--- src/rtl/decoder_2_to_4_if.sv ---
// Select/enable bundle for the registered 2-to-4 decoder.
// master drives en/in and observes out/valid; slave is the decoder side.
interface decoder_2_to_4_if;
  logic       en;
  logic [1:0] in;
  logic [3:0] out;
  logic       valid;

  modport master (
    output en,
    output in,
    input  out,
    input  valid
  );

  modport slave (
    input  en,
    input  in,
    output out,
    output valid
  );
endinterface

--- src/rtl/decoder_2_to_4.sv ---
// Registered 2-to-4 line decoder: one-hot (or one-cold) output one clock
// after the select is sampled, gated by enable, cleared by synchronous reset.
module decoder_2_to_4 #(
  parameter bit OUT_ACTIVE_LOW = 1'b0
) (
  input logic              clk,
  input logic              rst,
  decoder_2_to_4_if.slave  bus
);

  localparam logic [3:0] OUT_IDLE = OUT_ACTIVE_LOW ? 4'b1111 : 4'b0000;

  logic [3:0] out_q, out_d;
  logic       valid_q, valid_d;
  logic [3:0] dec;

  // Next-state: decode the select when enabled, otherwise all lines deasserted.
  always_comb begin
    dec          = '0;
    dec[bus.in]  = 1'b1;
    valid_d      = bus.en;
    out_d        = bus.en ? dec : '0;
    if (OUT_ACTIVE_LOW) begin
      out_d = ~out_d;
    end
  end

  // Output registers; reset overrides enable and select.
  always_ff @(posedge clk) begin
    if (rst) begin
      out_q   <= OUT_IDLE;
      valid_q <= 1'b0;
    end else begin
      out_q   <= out_d;
      valid_q <= valid_d;
    end
  end

  assign bus.out   = out_q;
  assign bus.valid = valid_q;

endmodule

--- src/flat_wrapper.sv ---
// flat-port wrapper written by rule: the top's interface ports become plain ports
module decoder_2_to_4_flat 
#(
  parameter bit OUT_ACTIVE_LOW = 1'b0
)
  (clk, rst, bus_en, bus_in, bus_out, bus_valid);
  decoder_2_to_4_if bus_i ();
  input logic clk;
  input logic rst;
  input wire logic [$bits(bus_i.en)-1:0] bus_en;
  input wire logic [$bits(bus_i.in)-1:0] bus_in;
  output wire logic [$bits(bus_i.out)-1:0] bus_out;
  output wire logic [$bits(bus_i.valid)-1:0] bus_valid;
  assign bus_i.en = bus_en;
  assign bus_i.in = bus_in;
  assign bus_out = bus_i.out;
  assign bus_valid = bus_i.valid;
  decoder_2_to_4 #(.OUT_ACTIVE_LOW(OUT_ACTIVE_LOW)) u_core (.clk(clk), .rst(rst), .bus(bus_i));
endmodule
--- config.mk ---
export PLATFORM = sky130hd
export DESIGN_NAME = decoder_2_to_4_flat
export DESIGN_NICKNAME = d
export VERILOG_FILES = /design/src/rtl/decoder_2_to_4_if.sv /design/src/rtl/decoder_2_to_4.sv /design/src/flat_wrapper.sv
export SDC_FILE = /design/constraint.sdc
export NUM_CORES = 1
export LEC_CHECK = 0
export ABC_AREA = 1
export BUFFER_PORTS_ARGS = -buffer_cell sky130_fd_sc_hd__buf_4
export CAP_MARGIN = 15
export CORE_AREA = 2 2 39 41
export CTS_CLUSTER_SIZE = 10
export DETAILED_ROUTE_END_ITERATION = 12
export DIE_AREA = 0 0 41 43
export MAX_ROUTING_LAYER = met4
export SLEW_MARGIN = 20
export SYNTH_ARGS = -nofsm -noshare
export SYNTH_HDL_FRONTEND = slang
export SYNTH_SLANG_ARGS = --single-unit
--- constraint.sdc ---
create_clock -name clk -period 0.8 [get_ports clk]
set_input_delay 0.2 -clock clk [delete_from_list [all_inputs] [get_ports clk]]
set_output_delay 0.2 -clock clk [all_outputs]
set_load 0.005 [all_outputs]
==> results.json <==
{
  "status": "finished, violations left",
  "violations": "setup timing",
  "cts.clk_slew.worst_paths_ns": 0.04,
  "yosys_register_bits": 5,
  "slew_headroom_pct": 93.5,
  "htreeDepth": 1,
  "crit_path_end_kind": "primary output",
  "drc": 0,
  "worst_slew_pin_slew_ns": 0.0968,
  "n_antenna_cell": 0,
  "cp-start-kind": "register",
  "max_cap_viol_count": 0,
  "final_nets": 37,
  "cts_tree": "done",
  "synth_cell_types": 6,
  "syn-cell-area_um2": 151,
  "crit_path_cell_trace": "buf_6",
  "die_h_um": 43,
  "synthTopCellsByArea": "dfxtp_1, nand2_1, nor2_1",
  "ios": 10,
  "clockRootBuffer": "clkbuf_4",
  "num_rows": 14,
  "yosysWarnings": 0,
  "hold_path_class": "in2reg",
  "die_x_um": 41,
  "grt_overflow_total": 0,
  "hold_depth": 3,
  "fp.coreArea_mm2": 0.00138,
  "synth-seq-area-share_pct": 66.1,
  "slowest_stage": "dfxtp_2",
  "critPathMaxFanout": 1,
  "max_stage_delay_ns": 0.31,
  "stdcell_area_um2": 280,
  "fin_util_pct": 20.3,
  "max_freq_mhz": 1180,
  "min_to": "u_core.bus.valid",
  "min_period_ns": 0.846,
  "rsz0062_at_grt": "true",
  "dp_worst_setup_slack_ns": 0.195,
  "path_class": "reg2out",
  "multi_input_area_um2": 36.3,
  "syn_nets": 23,
  "grt_antenna_before_repair": 0,
  "drv_slew": 0,
  "fill_cells": 155,
  "syn-mean-instance-area_um2": 8.41,
  "yosys.area.top_type": "dfxtp_1",
  "crit_arrival_ns": 0.65,
  "initial_core_util_pct": 10.9,
  "grt_max_degree": 6,
  "dieArea_mm2": 0.00176,
  "finalSetupTns_ns": -0.225,
  "synth_top_area_share_pct": 66.1,
  "wl_per_cell_um": 5.66,
  "finalHoldViolCount": 0,
  "first_iter_violations": 1,
  "drive_gt1_share_pct": 54.8,
  "cts.sinks": 5,
  "area_growth_pct": 85.1,
  "vias": 132,
  "worstPathBufferInverterCount": 1,
  "ant_nets": 0,
  "synth_cells": 18,
  "holdCritStartpoint": "bus_en",
  "drtPass1Iterations": 2,
  "peakVddDrop_uv": 278,
  "vias_per_cell": 2.81,
  "worstPathRequired_ns": 0.60,
  "wl_um": 266,
  "p_per_area_mw_per_mm2": 2110,
  "grt_pass1_wl_um": 420,
  "placedInstanceArea_um2": 239,
  "grt_pass1_vias": 125,
  "numCtsBuffers": 3,
  "cts_buffer_depth": 2,
  "globalplace.congestion": 0.549,
  "setup_ws_ns": -0.0461,
  "crit_family": "flip-flops",
  "setup_viol": 5,
  "seqCellArea_um2": 104,
  "fin_crit_sh_pct": 106,
  "grt_util_all_layers_pct": 4.62,
  "portBuffers": 9,
  "p_leak_nw": 0.145
}
==> synth_stat cells (all sizes together) <==
master	n
nand2	5
nor2	4
dfxtp	5
inv	4
==> sequential cells by signal (all words and copies together), names as in the netlist <==
register	flops
u_core.bus.out	4
u_core.bus.valid	1
==> metrics by stage <==
stage               power, W  cells  hold slack (ns)
floorplan           0.000280     18            0.319
global placement    0.000311     43            0.439
detailed placement  0.000312     43            0.443
CTS                 0.000607     47            0.193
global route        0.000630     47            0.208
finish              0.000592     47            0.199
==> logic make-up (layout without fill, tap and decap cells) <==
logic type,count (synthesis),after routing,share of synthesized area [%]
simple gates,9,9,24.0
flops,5,5,66.1
buf+inv,4,17,9.91
==> cell type report <==
type | count | area share, %
clock buffers | 4 | 9.37
inverters | 4 | 5.36
multi-input cells | 9 | 12.9
flip-flops and latches | 5 | 37.1
well taps | 16 | 7.14
repair buffers | 9 | 28.1
==> worst max path at each step <==
stage	from	end	slack (ns)	depth (start not counted)
6_report	u_core.bus.out[3]	bus_out[3]	-0.05	1
2_1_floorplan	u_core.bus.out[0]	bus_out[0]	0.30	0
3_3_place_gp	u_core.bus.out[0]	bus_out[0]	0.20	1
3_5_place_dp	u_core.bus.out[3]	bus_out[3]	0.19	1
5_1_grt	u_core.bus.out[2]	bus_out[2]	-0.07	1
4_1_cts	u_core.bus.out[3]	bus_out[3]	-0.06	1
==> routing by layer <==
metal	share of wire, %	global-route usage (%)
met1	40	3.19
met2	43	5.31
met3	9.4	0
met4	7.1	12.0
met5	0	-
==> placed cells by master, fill, tap and decap left out <==
cell	instances
clkbuf_1	1
nor2_1	4
dfxtp_1	2
buf_6	3
inv_1	3
clkbuf_4	3
inv_2	1
nand2_1	4
dfxtp_2	3
buf_4	6
nand2_2	1
==> where the power goes <==
group / total [W] / internal, W / switching (W)
sequential: 0.000262 / 0.000259 / 0.00000254
combinational: 0.0000488 / 0.0000297 / 0.0000191
clock: 0.000281 / 0.000188 / 0.0000934
==> what timing repair did <==
action,4_1_cts,5_1_grt
setup buffers,0,0
setup endpoints to repair,5,5
resized for setup,0,6
hold buffers,0,0
gates cloned,0,0
Power figures use the tool's default switching activity.
